<file path="config.mk">
export PLATFORM = sky130hd
export DESIGN_NAME = fb_port_arbiter
export DESIGN_NICKNAME = d
export VERILOG_FILES = /design/src/rtl/fb_pkg.sv /design/src/rtl/fb_wr_fifo.sv /design/src/rtl/fb_port_arbiter.sv
export SDC_FILE = /design/constraint.sdc
export NUM_CORES = 1
export LEC_CHECK = 0
export ABC_AREA = 1
export BUFFER_PORTS_ARGS = -buffer_cell sky130_fd_sc_hd__buf_2
export CELL_PAD_IN_SITES_DETAIL_PLACEMENT = 1
export CELL_PAD_IN_SITES_GLOBAL_PLACEMENT = 2
export CORE_AREA = 3 3 169 171
export DETAILED_ROUTE_END_ITERATION = 12
export DIE_AREA = 0 0 172 174
export PLACE_DENSITY = 0.75
export SLEW_MARGIN = 25
export SYNTH_ARGS = -nofsm -noshare
export SYNTH_HDL_FRONTEND = slang
export SYNTH_SLANG_ARGS = --single-unit
</file>
<file path="constraint.sdc">
create_clock -name clk -period 4.3 [get_ports clk]
set_input_delay 0.43 -clock clk [delete_from_list [all_inputs] [get_ports clk]]
set_output_delay 0.43 -clock clk [all_outputs]
set_load 0.02 [all_outputs]
</file>
<file path="src/rtl/fb_pkg.sv">
// Shared types for the framebuffer port arbiter: write FIFO entry, access
// decision encoding and the priority rule between scanout and writer.
package fb_pkg;

    localparam int FB_ADDR_W = 16;
    localparam int FB_DATA_W = 24;

    typedef struct packed {
        logic [FB_ADDR_W-1:0] addr;
        logic [FB_DATA_W-1:0] data;
    } fb_wr_t;

    typedef enum logic [1:0] {
        ACC_IDLE  = 2'd0,
        ACC_READ  = 2'd1,
        ACC_WRITE = 2'd2
    } fb_acc_e;

    // Scanout always wins; buffered writes only use otherwise idle cycles.
    function automatic fb_acc_e fb_arbitrate(input logic scan_req,
                                             input logic wr_pending);
        fb_acc_e acc;
        acc = ACC_IDLE;
        if (scan_req) begin
            acc = ACC_READ;
        end else if (wr_pending) begin
            acc = ACC_WRITE;
        end
        return acc;
    endfunction

endpackage

</file>
<file path="src/rtl/fb_wr_fifo.sv">
// Synchronous FIFO of writer transactions with full/empty flags.
// Pointers carry an extra wrap bit so full and empty need no counter.
module fb_wr_fifo
    import fb_pkg::*;
#(
    parameter int DEPTH = 4
) (
    input  logic   clk,
    input  logic   reset_n,
    input  logic   push,
    input  fb_wr_t push_entry,
    input  logic   pop,
    output fb_wr_t head,
    output logic   full,
    output logic   empty
);

    localparam int PTR_W = $clog2(DEPTH);

    fb_wr_t           entries [DEPTH];
    logic [PTR_W:0]   wr_ptr;
    logic [PTR_W:0]   rd_ptr;
    logic             do_push;
    logic             do_pop;

    assign empty   = (wr_ptr == rd_ptr);
    assign full    = (wr_ptr[PTR_W] != rd_ptr[PTR_W]) &&
                     (wr_ptr[PTR_W-1:0] == rd_ptr[PTR_W-1:0]);
    assign do_push = push && !full;
    assign do_pop  = pop && !empty;
    assign head    = entries[rd_ptr[PTR_W-1:0]];

    // NOTE: the entry storage is deliberately not reset; an entry is only
    // ever read after it was written, and leaving it out of reset keeps it a plain RAM.
    always_ff @(posedge clk) begin
        if (do_push) begin
            entries[wr_ptr[PTR_W-1:0]] <= push_entry;
        end
    end

    // NOTE: sequential state uses non-blocking assignments so every register
    // samples pre-edge values regardless of statement order.
    always_ff @(posedge clk or negedge reset_n) begin
        if (!reset_n) begin
            wr_ptr <= '0;
            rd_ptr <= '0;
        end else begin
            if (do_push) begin
                wr_ptr <= wr_ptr + 1'b1;
            end
            if (do_pop) begin
                rd_ptr <= rd_ptr + 1'b1;
            end
        end
    end

endmodule

</file>
<file path="src/rtl/fb_port_arbiter.sv">
// Shares one single-port framebuffer RAM between the scanout fetch path
// (absolute priority, fixed read latency) and a FIFO-buffered pixel writer.
module fb_port_arbiter
    import fb_pkg::*;
#(
    parameter int ADDR_W     = FB_ADDR_W,
    parameter int DATA_W     = FB_DATA_W,
    parameter int RD_LAT     = 2,
    parameter int FIFO_DEPTH = 4
) (
    input  logic              clk,
    input  logic              reset_n,
    input  logic              scan_req,
    input  logic [ADDR_W-1:0] scan_addr,
    output logic              scan_valid,
    output logic [DATA_W-1:0] scan_data,
    input  logic              wr_valid,
    output logic              wr_ready,
    input  logic [ADDR_W-1:0] wr_addr,
    input  logic [DATA_W-1:0] wr_data,
    output logic              mem_en,
    output logic              mem_we,
    output logic [ADDR_W-1:0] mem_addr,
    output logic [DATA_W-1:0] mem_wdata,
    input  logic [DATA_W-1:0] mem_rdata,
    output logic              wr_pending,
    output logic [15:0]       stall_cnt
);

    fb_wr_t              push_entry;
    fb_wr_t              head;
    logic                fifo_full;
    logic                fifo_empty;
    logic                ready_q;
    logic                push;
    logic                pop;
    fb_acc_e             acc_d;
    fb_acc_e             acc_q;
    logic [RD_LAT-1:0]   vld_sr;

    // ready_q keeps wr_ready low while reset is held and for the release edge.
    assign wr_ready   = ready_q && !fifo_full;
    assign push       = wr_valid && wr_ready;
    assign wr_pending = !fifo_empty;
    assign acc_d      = fb_arbitrate(scan_req, !fifo_empty);
    assign pop        = (acc_d == ACC_WRITE);

    // NOTE: combinational blocks assign every output first, so no path
    // through the block can leave a value unassigned and infer a latch.
    always_comb begin
        push_entry      = '0;
        push_entry.addr = FB_ADDR_W'(wr_addr);
        push_entry.data = FB_DATA_W'(wr_data);
    end

    fb_wr_fifo #(
        .DEPTH (FIFO_DEPTH)
    ) u_wr_fifo (
        .clk        (clk),
        .reset_n    (reset_n),
        .push       (push),
        .push_entry (push_entry),
        .pop        (pop),
        .head       (head),
        .full       (fifo_full),
        .empty      (fifo_empty)
    );

    always_ff @(posedge clk or negedge reset_n) begin
        if (!reset_n) begin
            ready_q <= 1'b0;
        end else begin
            ready_q <= 1'b1;
        end
    end

    // Registered RAM drive; address and data hold on idle cycles.
    always_ff @(posedge clk or negedge reset_n) begin
        if (!reset_n) begin
            acc_q     <= ACC_IDLE;
            mem_addr  <= '0;
            mem_wdata <= '0;
        end else begin
            acc_q <= acc_d;
            unique case (acc_d)
                ACC_READ: begin
                    mem_addr <= scan_addr;
                end
                ACC_WRITE: begin
                    mem_addr  <= ADDR_W'(head.addr);
                    mem_wdata <= DATA_W'(head.data);
                end
                default: begin
                end
            endcase
        end
    end

    assign mem_en = (acc_q != ACC_IDLE);
    assign mem_we = (acc_q == ACC_WRITE);

    // In-flight reads: one bit per cycle of RAM latency.
    always_ff @(posedge clk or negedge reset_n) begin
        if (!reset_n) begin
            vld_sr <= '0;
        end else begin
            vld_sr[0] <= scan_req;
            for (int i = RD_LAT - 1; i >= 1; i--) begin
                vld_sr[i] <= vld_sr[i-1];
            end
        end
    end

    always_ff @(posedge clk or negedge reset_n) begin
        if (!reset_n) begin
            scan_valid <= 1'b0;
            scan_data  <= '0;
        end else begin
            scan_valid <= vld_sr[RD_LAT-1];
            if (vld_sr[RD_LAT-1]) begin
                scan_data <= mem_rdata;
            end
        end
    end

    always_ff @(posedge clk or negedge reset_n) begin
        if (!reset_n) begin
            stall_cnt <= '0;
        end else if (scan_req && !fifo_empty && (stall_cnt != 16'hFFFF)) begin
            stall_cnt <= stall_cnt + 16'd1;
        end
    end

endmodule

</file>
---- After elaboration in Yosys (flattened, before gate mapping) ----
Memory sizes are Yosys's and may differ from the RTL's.
Index checks and enable logic that the tools add are counted.
word-level totals
  register bits after elaboration ......... 92
  logic and storage cells ................. 37
  memories kept ........................... 1
  input port bits ......................... 84
  RAM bits ................................ 160
  output and inout bits ................... 85
memory list
  memory             words  width  read ports  clocked after Yosys merged registers in  wr ports  RTL line          source
  u_wr_fifo.entries  4      40     1           0                                        1         fb_wr_fifo.sv:20  fb_wr_t entries [DEPTH];
cells by class
  muxes and demuxes ....................... 5
  eq/ne operators ......................... 7
  add/sub/neg operators ................... 3
  reductions and logical operators ........ 11
operator list
  cell                                                  number
  one-hot mux 16 bit (2 select lines)                   1
  adder 16 x 1 -> 16 bit (second input constant)        1
  inequality test 16 bit (second input constant)        1
  logical AND 1 bit                                     7
  adder 3 x 1 -> 3 bit (second input constant)          2
  equality test 2 bit (second input constant)           2
  2-to-1 mux 2 bit                                      2
  nonzero test 2 bit                                    2
  equality test 3 bit                                   1
  equality test 2 x 1 -> 1 bit (second input constant)  1
  equality test 2 bit                                   1
  zero test 1 bit                                       2
  2-to-1 mux 1 bit                                      2
  inequality test 1 bit                                 1

---- Longest topological paths before layout ----
Gate-level depths: netlist (run 1).
  depth after elaboration ................. 8
  mapped depth ............................ 11

---- Cells and area by module ----
From an unflattened synthesis (run 1), not the netlist that was laid out.
unflattened totals
  cell total of the unflattened synthesis .. 783
  area total of the unflattened synthesis .. 9,947.0 um2
by module, submodules not included
  module           instances  area an instance (um2)  cells an instance
  fb_wr_fifo       1          6,337.3                 447
  fb_port_arbiter  1          3,609.7                 336

---- Worst setup path before layout (run 1) ----
No wires, ideal clock.
  path type ............................... register to register
  from .................................... reg u_wr_fifo.rd_ptr[0]
  to ...................................... mem u_wr_fifo.entries[0][0] in the netlist's numbering, enable pin
  stages on the path, launching flop included .. 8
  clock period less this slack ............ 3.194 ns
  setup slack ............................. 1.106 ns
  arrival time ............................ 2.756 ns
  path through ............................ dfrtp_1 > buf_4 > inv_4 > nand2_1 > nand2_1 > nand4_1 > nand3_1 > nor2_1
between the ends
  word-level cells in the longest chain between the ends .. 8
ends and longest elaborated chain
  element                                     RTL line                                 source
  from (decl)                                 fb_wr_fifo.sv:22                         logic [PTR_W:0] rd_ptr;
  from (signal assigned)                      fb_wr_fifo.sv:52                         rd_ptr <= rd_ptr + 1'b1;
  equality test 2 bit (*)                     fb_wr_fifo.sv:28                         (wr_ptr[PTR_W-1:0] == rd_ptr[PTR_W-1:0]);
  logical AND 1 bit (*)                       fb_wr_fifo.sv:27                         assign full = (wr_ptr[PTR_W] != rd_ptr[PTR_W]) &&
  zero test 1 bit (*)                         fb_wr_fifo.sv:29, fb_port_arbiter.sv:42
  logical AND 1 bit                           fb_port_arbiter.sv:42                    assign wr_ready = ready_q && !fifo_full;
  logical AND 1 bit                           fb_port_arbiter.sv:43                    assign push = wr_valid && wr_ready;
  logical AND 1 bit (*)                       fb_wr_fifo.sv:29                         assign do_push = push && !full;
  2-to-1 mux 1 bit (*)                        fb_wr_fifo.sv:36                         if (do_push) begin
  2-to-1 mux 1 bit (not written as such) (*)  fb_wr_fifo.sv:37                         entries[wr_ptr[PTR_W-1:0]] <= push_entry;
  to (decl)                                   fb_wr_fifo.sv:20
Every way passes the cells marked *; elsewhere a longest branch is shown, timed or not.

---- Worst setup path in the final report (run 1) ----
  from .................................... reg u_wr_fifo.rd_ptr[0]
  to ...................................... reg mem_wdata[18]
between the ends
  word-level cells in the longest chain between the ends .. 4
ends and longest elaborated chain
  element               RTL line               source
  equality test 3 bit   fb_wr_fifo.sv:26       assign empty = (wr_ptr == rd_ptr);
  2-to-1 mux 2 bit      fb_pkg.sv:26           end else if (wr_pending) begin
  2-to-1 mux 2 bit      fb_pkg.sv:24           if (scan_req) begin
  equality test 2 bit   fb_port_arbiter.sv:85  unique case (acc_d)
  to (signal assigned)  fb_port_arbiter.sv:91  mem_wdata <= DATA_W'(head.data);
  to (decl)             fb_port_arbiter.sv:24  output logic [DATA_W-1:0] mem_wdata,
Several ways; a longest one is shown, not always the timed one.
A chain may end at the register's enable or synchronous reset.

==> key figures, run 1 <==
Status
  • Status: finished clean

Global routing
  • Remaining Overflow, GRT: 0
  • Total track usage: 0.1648
  • Initial antenna violation count: 0
  • Largest net degree at the start of global routing: 83
  • Number of global-route vias before repair: 7,279
  • First-pass GRT wire length: 39,720 microns

Synthesis
  • EDFF count, synth: 160
  • Synth Area in Adders: 0.007484
  • Synth Area in Compound Gates: 0.04840
  • Seq cells post-synth: 251
  • Largest family of logic cells by synthesized area: simple AND/OR/NAND/NOR gates
  • Most common cell in the synthesized netlist: nand2_1
  • Share of the synthesized area in the top cell type: 0.4790
  • Netlist cell types: 26
  • Yosys warnings: 0
  • Count of mapped cells out of synthesis: 879
  • Post-Synth XOR/XNOR Area: 0.007858
  • Synth cell count leaders: nand2_1, edfxtp_1, nor2_1, dfrtp_1, o21ai_0
  • Sequential fraction of the synthesis area: 0.7060
  • Synth area leaders: edfxtp_1, dfrtp_1, nand2_1, nor2_1, o21ai_0
  • Dominant synthesized flop cell: edfxtp_1
  • Syn_nets: 969
  • Mux share of post-synthesis cell area: 0.02694
  • Syn avg cell area: 11.41 sq um
  • Mapped cell area: 10,030 sq um
  • Simple-Gate Fraction of Synth Area: 0.1740
  • Asr flop ratio synth: 0.3625
  • Largest area contributor in the netlist: edfxtp_1

Clock tree
  • Clk Latency, worst-skew pair: 540 ps
  • Root buffer cell: clkbuf_16
  • CTS Buffer Depth: 3
  • Clock sink total: 251
  • Clock transition at the registers of the reported paths: 60 ps
  • CTS tree: yes
  • CTS resizes: 0
  • H-tree level count: 1
  • Num CTS Buffers: 28

Timing
  • Fmax: 312.9 MHz
  • Final Cycle Share: 0.7432
  • Final WS setup: 1104 ps
  • Unrepaired setup endpoints after global routing: false
  • Fin crit period: 3196 ps
  • Endpoints failing setup: 0
  • Fin. Hold Viols: 0
  • Setup_tns: 0 ps
  • Worst Skew: 14.48 ps
  • Fin. max-slew vios: 0
  • Actual slew at the worst max-slew pin: 959.1 ps
  • Relative slew slack: 0.3606

Power
  • Pwr dens: 641.8 nW/um^2
  • Clock power share: 0.289
  • Net Sw Power: 2.792 mW
  • Maximum VDD drop: 0.0003538 V
  • Int Power: 4.974 mW
  • Sequential Power Share: 0.416
  • Combinational share of power: 0.295
  • Leakage power figure: 5.086 nW
  • Sw Share: 0.3595

Route
  • Initial drt markers: 408
  • Antenna-violating nets left: 0
  • First-pass DRT Iterations: 4
  • Drt via density: 4.872
  • Via Count: 6,870
  • Total Wirelength: 24,880 microns
  • WL per Instance: 17.64 microns
  • DRC: 0

Floorplan
  • Core ar.: 27,030 sq um
  • Die Y-Extent: 174 microns
  • Starting Density: 0.3712
  • Die width: 172 microns
  • Row cnt: 60
  • I/O pins: 169
  • Die Footprint: 29,930 sq um

Flow run
  • Max cap viols: 0

Worst hold path
  • Worst hold path class: primary input to flop

Layout
  • Design Area, Final: 12,100 sq um
  • Final std cells w/o fill: 1,410
  • Final #Nets: 1,137
  • Ant diodes: 0
  • Layout cells sized above 1: 0.2432
  • Synth-to-Final Area Change: 20.63%
  • Fillers: 2,985

Placed design
  • Routability cong.: 0.7150
  • Placed cell area: 11,210 sq um
  • Inst Count DP: 1,357
  • IO Port Bufs: 168
  • Final HPWL DP: 15,750 microns
  • Dpl ws: 989.6 ps

Setup path
  • CP Capture Type: flop
  • Crit path required time: 4710 ps
  • CP Launch Type: flop
  • Worst Path Arrival: 3610 ps
  • CP max FO: 82
  • WS Path Type: flop to flop
final timing paths:
kind,start,to,slack [ps],cells after the start
max in group asynchronous,reset_n,stall_cnt[9],2970,3
hold / removal,scan_req,vld_sr[0],100,1
setup reg to reg,u_wr_fifo.rd_ptr[0],mem_wdata[18],1100,8
min in group asynchronous,reset_n,scan_data[0],490,2
setup / recovery,u_wr_fifo.rd_ptr[0],mem_wdata[18],1100,8
hold reg to reg,vld_sr[0],vld_sr[1],410,0
worst max-delay path, stage by stage (launching register included):
cell and delay [ps]:
dfrtp_2 430, inv_4 600, nand2_1 110, nand2_1 140, nand3_2 430, nand2_2 670
inv_2 420, nand2_1 170, nand2_1 60
layout make-up:
| type | count | area, sq um | share of cell area |
|---|---|---|---|
| Clock inverter | 18 | 128.9 | 0.01065 |
| Tap cell | 341 | 426.7 | 0.03526 |
| Multi-Input combinational cell | 561 | 2689 | 0.2222 |
| Clock buffer | 34 | 743.2 | 0.06142 |
| Inverter | 27 | 103.9 | 0.008582 |
| Timing Repair Buffer | 178 | 924.6 | 0.07641 |
| Sequential cell | 251 | 7084 | 0.5855 |
layout by cell type, fill, tap and decap left out, drive strengths merged:
cell / synthesis / layout
nand3: 61 / 61
nor2: 103 / 103
o22ai: 24 / 24
clkbuf: 28 / 34
dfrtp: 91 / 91
o21ai: 67 / 67
inv: 26 / 27
or2: 1 / 1
dlygate4sd3: 0 / 1
nand2: 253 / 253
xnor2: 4 / 4
clkinvlp: 0 / 2
nand4: 12 / 12
xor2: 5 / 5
clkinv: 1 / 15
ha: 6 / 6
bufinv: 0 / 1
edfxtp: 160 / 160
conb: 1 / 1
buf: 12 / 177
mux2: 24 / 24
sequential cells by signal, indices dropped and copies added, names as in the netlist:
signal	count
scan_valid	1
vld_sr	2
mem_wdata	24
u_wr_fifo.rd_ptr	3
u_wr_fifo.wr_ptr	3
u_wr_fifo.entries	160
scan_data	24
mem_addr	16
acc_q	1
stall_cnt	16
ready_q	1
per-stage QoR:
stage	util	power (mW)	hold slack [ps]
2_1_floorplan	-	4.795	134.4
3_3_place_gp	0.4150	5.575	387.4
3_5_place_dp	0.4150	5.638	409.3
4_1_cts	0.4472	7.922	60.59
5_1_grt	0.4477	8.325	78.04
6_report	0.4477	7.766	101.6
per-layer routing:
layer	vias up	wire length, microns	global-route usage
met2	152	11930	0.2808
met1	3345	11320	0.2208
met3	31	1181	0.02661
met5	-	0	0
li1	3342	-	-
met4	0	451	0.03959
cell families (layout without fill, tap and decap cells):
| logic type | count (synthesis) | after routing |
|---|---|---|
| AOI/OAI and AO/OA | 91 | 91 |
| xor gates and xnor gates | 9 | 9 |
| adders and majority gates | 6 | 6 |
| buffers and inverters | 67 | 257 |
| DFF | 251 | 251 |
| muxes | 24 | 24 |
| other | 1 | 1 |
| and+or+nand+nor | 430 | 430 |
power by group through the flow:
stage,Combinational (mW),Sequential [mW],Clock (mW)
floorplan,1.28,3.51,0
global placement,2.30,3.27,0
detailed placement,2.35,3.28,0
CTS,2.36,3.24,2.32
global route,2.61,3.28,2.43
finish,2.29,3.23,2.24
timing repair:
action	4_1_cts	5_1_grt
endpoints found under the hold margin	0	65
hold buffers	0	1
setup buffers	0	0
No activity file was read; power rests on OpenSTA's default activity.
==> run 2, diff against run 1 <==
Settings changed: CORE_AREA 3 3 169 171 to 3 3 179 181, DIE_AREA 0 0 172 174 to 0 0 182 184, PLACE_DENSITY 0.75 to 0.71.
Clock period 4.3 ns to 2.9 ns, I/O delays scaled along.
==> run 2 against run 1 <==
Clock-buffer cell count increased by 5; clock skew decreased by 2.5 ps; non-clock buffer count increased by 86; first-iteration DRC count decreased by 33%; global-route usage decreased by 0.94 points; register-to-register slack got worse by 610 ps; sequential cell count unchanged; sequential share of layout area decreased by 4.2 points; core utilization decreased by 2.2 points; routed wire length increased by 6.0%; hold slack got worse by 78 ps; largest cell class unchanged; largest power group unchanged.
==> key figures, run 2 (synthesized netlist as in run 1, its figures left out) <==
Setup path
  • Crit path required time: 3090 ps
  • CP Launch Type: flop
  • Crit path from: u_wr_fifo.rd_ptr[0]
  • Worst r2r src: u_wr_fifo.rd_ptr[0]
  • Worst reg-to-reg path cell count: 7
  • Worst reg2reg path endpoint: u_wr_fifo.entries[1][28]
  • Worst Path Arrival: 2590 ps
  • CP max FO: 29
  • Worst reg-to-reg setup slack: 500 ps
  • Critical path destination: u_wr_fifo.entries[1][28]
  • CP Capture Type: flop
  • WS Path Type: flop to flop

Clock tree
  • Root buffer cell: clkbuf_16
  • Clk Latency, worst-skew pair: 550 ps
  • Clock transition at the registers of the reported paths: 60 ps
  • CTS tree: yes
  • CTS resizes: 0
  • Clock sink total: 251
  • Num CTS Buffers: 27
  • CTS Buffer Depth: 3
  • Post-CTS setup buffer count: 0
  • H-tree level count: 1

Power
  • Tot Pwr: 11.79 mW
  • Leakage power figure: 5.455 nW
  • Pwr dens: 904.1 nW/um^2
  • Maximum VDD drop: 0.0004677 V

Timing
  • Endpoints failing setup: 0
  • Unrepaired setup endpoints after global routing: false
  • Final WS setup: 495.1 ps
  • Actual slew at the worst max-slew pin: 968.4 ps
  • Fmax: 415.8 MHz
  • Fin. max-slew vios: 0
  • Fin. Hold Viols: 0
  • Final Cycle Share: 0.8293
  • Worst Skew: 11.98 ps
  • Relative slew slack: 0.3544
  • Fin crit period: 2405 ps

Global routing
  • Largest net degree at the start of global routing: 82
  • Remaining Overflow, GRT: 0
  • Initial antenna violation count: 0
  • First-pass GRT wire length: 41,710 microns
  • Number of global-route vias before repair: 7,674
  • Total track usage: 0.1555

Floorplan
  • I/O pins: 169
  • Row cnt: 64
  • Die width: 182 microns
  • Core ar.: 30,590 sq um
  • Die Y-Extent: 184 microns
  • Starting Density: 0.3279
  • Die Footprint: 33,490 sq um

Layout
  • Largest register FFs: 160
  • Final #Nets: 1,222
  • Utilization after layout: 0.4262
  • Most frequent cells in the layout: nand2_1, buf_2, edfxtp_1
  • Most common cell after layout, fill and taps aside: nand2_1
  • Layout cells sized above 1: 0.2290
  • Ant diodes: 0
  • Synth-to-Final Area Change: 29.96%

Route
  • DRC: 0
  • First-pass DRT Iterations: 4
  • WL per Instance: 17.03 microns
  • Drt via density: 4.604
  • Antenna-violating nets left: 0
  • Total Wirelength: 26,380 microns
  • Initial drt markers: 274
  • Via Count: 7,132

Worst hold path
  • Worst hold path class: primary input to flop

Placed design
  • Dpl ws: 454.2 ps
  • IO Port Bufs: 168
  • Final HPWL DP: 16,650 microns
  • Routability cong.: 0.7524

Flow run
  • Max cap viols: 0

Status
  • Status: finished clean
run 2: how the worst min path moves through the flow:
stage                  start            end  slack, ps  cells after the start
4_1_cts         scan_addr[2]    mem_addr[2]          3                      3
5_1_grt        scan_addr[11]   mem_addr[11]         40                      3
3_3_place_gp       vld_sr[0]      vld_sr[1]        370                      0
3_5_place_dp         reset_n  scan_data[11]        380                      1
2_1_floorplan        reset_n       acc_q[1]         -6                      0
6_report       scan_addr[11]   mem_addr[11]         20                      3
run 2: metrics by stage:
stage	hold WS [ps]	TNS [ps]	instances	cell area (sq um)
CTS	3.190	0	1549	13040
global route	41.85	0	1549	13040
detailed placement	377.0	0	1420	11360
global placement	371.4	0	1420	11360
finish	23.24	0	1549	13040
floorplan	-5.591	-46990	879	10030
run 2: timing repair:
item                       in CTS  in global routing
hold buffers                   79                  0
hold endpoints to repair      242                  0
setup endpoints to repair       0                  0
run 2: power by group:
part	switching, mW	internal (mW)
registers	0.363	4.46
clock network	1.38	2.05
logic	2.43	1.11
total	4.17	7.62
run 2: critical path, cell delays in order (launching register included):
cell and delay, ps:
dfrtp_2 590, inv_4 40, nand2_1 70, nand2_1 90
nand4_1 200, nand3_1 420, nor2_4 210, buf_4 420
run 2: per-layer routing:
layer  up-vias  track usage  part of all wire
met4         0      0.04205             0.025
met2       140       0.2784              0.50
met3        39      0.01998             0.032
met5         -            0                 0
met1      3447       0.1993              0.45
li1       3506            -                 -
run 2: cell type report:
class	instances	area (sq um)
clock buffers	39	740.7
clock inverters	11	148.9
fillers	3337	17550
inverters	27	103.9
multi-input cells	561	2689
flip-flops and latches	251	7084
well taps	396	495.5
repair buffers	264	1774
==> run 3, diff against run 2 <==
Settings changed: CORE_AREA 3 3 179 181 to 3 3 169 171, DIE_AREA 0 0 182 184 to 0 0 172 174, PLACE_DENSITY 0.71 to 0.75.
Clock period 2.9 ns to 2.4 ns, I/O delays scaled along.
==> run 3 against run 2 <==
Sequential share of layout area fell by 0.26 points; sequential power rose by 19%; power is 22% higher; sequential cell count unchanged; combinational power is 25% higher; global-route usage grew 2.2 points; cell area increased by 0.48%; critical path depth shrank 1; routed wire length about the same; worst setup slack got worse by 270 ps; clock-buffer cell count is 5 lower; critical path type is now flop to output pin; largest cell class unchanged.
==> key figures, run 3 (synthesized netlist as in run 1, its figures left out) <==
Layout
  • Most frequent cells in the layout: nand2_1, buf_2, edfxtp_1
  • Final std cells w/o fill: 1,505
  • Fillers: 2,940
  • Design Area, Final: 13,100 sq um
  • Synth-to-Final Area Change: 30.58%
  • Largest register FFs: 160
  • Most common cell after layout, fill and taps aside: nand2_1
  • Final #Nets: 1,231
  • Layout cells sized above 1: 0.2363
  • Ant diodes: 0

Global routing
  • Total track usage: 0.1771
  • Remaining Overflow, GRT: 0
  • Largest net degree at the start of global routing: 82
  • Number of global-route vias before repair: 7,730
  • First-pass GRT wire length: 42,210 microns
  • Initial antenna violation count: 0

Route
  • Antenna-violating nets left: 0
  • WL per Instance: 17.54 microns
  • Total Wirelength: 26,400 microns
  • First-pass DRT Iterations: 4
  • DRC: 0
  • Drt via density: 4.833
  • Initial drt markers: 389
  • Via Count: 7,274

Clock tree
  • H-tree level count: 1
  • CTS tree: yes
  • CTS Buffer Depth: 3
  • Clk Latency, worst-skew pair: 550 ps
  • Clock sink total: 251
  • Clock transition at the registers of the reported paths: 60 ps
  • Root buffer cell: clkbuf_16
  • Num CTS Buffers: 29

Placed design
  • Inst Count DP: 1,370
  • Placed cell area: 11,360 sq um
  • Routability cong.: 0.7209
  • IO Port Bufs: 168
  • Final HPWL DP: 15,790 microns

Setup path
  • Worst Path Arrival: 1930 ps
  • Crit-path cells: inv_1, nand2_1, nand2_1, nand3_4, buf_4, buf_2
  • CP Capture Type: output pin
  • CP max FO: 9
  • CP delay by family, top: buffers and inverters
  • Worst path most repeated cell: nand2_1
  • CP Launch Type: flop
  • Critical path buffer and inverter count: 3
  • Worst reg-to-reg setup slack: 300 ps
  • Crit path required time: 2160 ps
  • WS Path Type: flop to output pin
  • CP peak stage delay: 440 ps
  • Slowest-stage cell, CP: dfrtp_1

Floorplan
  • I/O pins: 169
  • Core ar.: 27,030 sq um
  • Die width: 172 microns
  • Die Footprint: 29,930 sq um
  • Die Y-Extent: 174 microns
  • Row cnt: 60
  • Starting Density: 0.3712

Power
  • Tot Pwr: 14.34 mW
  • Pwr dens: 1095 nW/um^2
  • Maximum VDD drop: 0.0008457 V
  • Leakage power figure: 5.509 nW

Timing
  • Fin. Hold Viols: 0
  • Endpoints failing setup: 0
  • Unrepaired setup endpoints after global routing: false
  • Worst Skew: 9.001 ps
  • Fmax: 459.9 MHz
  • Final Cycle Share: 0.9060
  • Fin crit period: 2174 ps
  • Setup_tns: 0 ps
  • Fin. max-slew vios: 0
  • Actual slew at the worst max-slew pin: 875.6 ps
  • Relative slew slack: 0.4163

Worst hold path
  • Worst hold path class: primary input to flop

Status
  • Status: finished clean

Flow run
  • Max cap viols: 0
-- run 3: changes by cell type in the layout (fill, tap and decap cells not counted), sizes merged --
cell         delta
clkinv          +8
buf             +5
clkbuf          -5
clkinvlp        +2
dlygate4sd3     +2
bufinv          -1
-- run 3: repair_timing --
action                                  CTS  global route
resized for setup                         0             2
hold buffers                             81             0
endpoints found under the setup margin    0            23
endpoints found under the hold margin   272             0
setup buffers                             0             0
-- run 3: path summary, 6_finish.rpt --
kind | startpoint | to | depth (start not counted)
worst max-delay path | u_wr_fifo.wr_ptr[0] | wr_pending | 6
worst min-delay path | scan_addr[12] | mem_addr[12] | 3
worst max register to register | u_wr_fifo.wr_ptr[0] | u_wr_fifo.entries[0][33] | 7
worst min register to register | vld_sr[0] | vld_sr[1] | 0
max in group asynchronous | reset_n | u_wr_fifo.rd_ptr[0] | 3
min in group asynchronous | reset_n | scan_data[4] | 2
-- run 3: layout make-up --
type | count | area [sq um] | area share
tap | 341 | 426.7 | 0.03257
sequential | 251 | 7084 | 0.5408
timing repair buffer | 271 | 1869 | 0.1427
inverter | 27 | 103.9 | 0.007928
multi-input combinational | 561 | 2701 | 0.2062
clock buffer | 34 | 744.5 | 0.05683
clock inverter | 20 | 168.9 | 0.01290
-- run 3: per-stage QoR --
step,worst slack (ps),util,hold slack (ps)
2_1_floorplan,-195.3,-,-55.59
3_3_place_gp,259.5,0.4204,171.2
3_5_place_dp,173.7,0.4204,175.2
4_1_cts,82.06,0.4842,10.75
5_1_grt,51.99,0.4847,22.73
6_report,225.5,0.4847,16.80
-- run 3: tightest hold or removal path: stages --
cell and delay (ps):
buf_2 90, o21ai_0 100, nor2_1 90
-- run 3: metal layers --
metal / routed length [microns] / vias up / GRT usage
li1: - / 3533 / -
met5: 0 / - / 0
met3: 990 / 36 / 0.02388
met1: 11850 / 3560 / 0.2326
met4: 528 / 0 / 0.04092
met2: 13030 / 145 / 0.3110
-- run 3: power by group --
group / switching, mW / total, mW / internal (mW)
logic: 3.03 / 4.42 / 1.39
registers: 0.361 / 5.75 / 5.39
clock network: 1.74 / 4.18 / 2.44
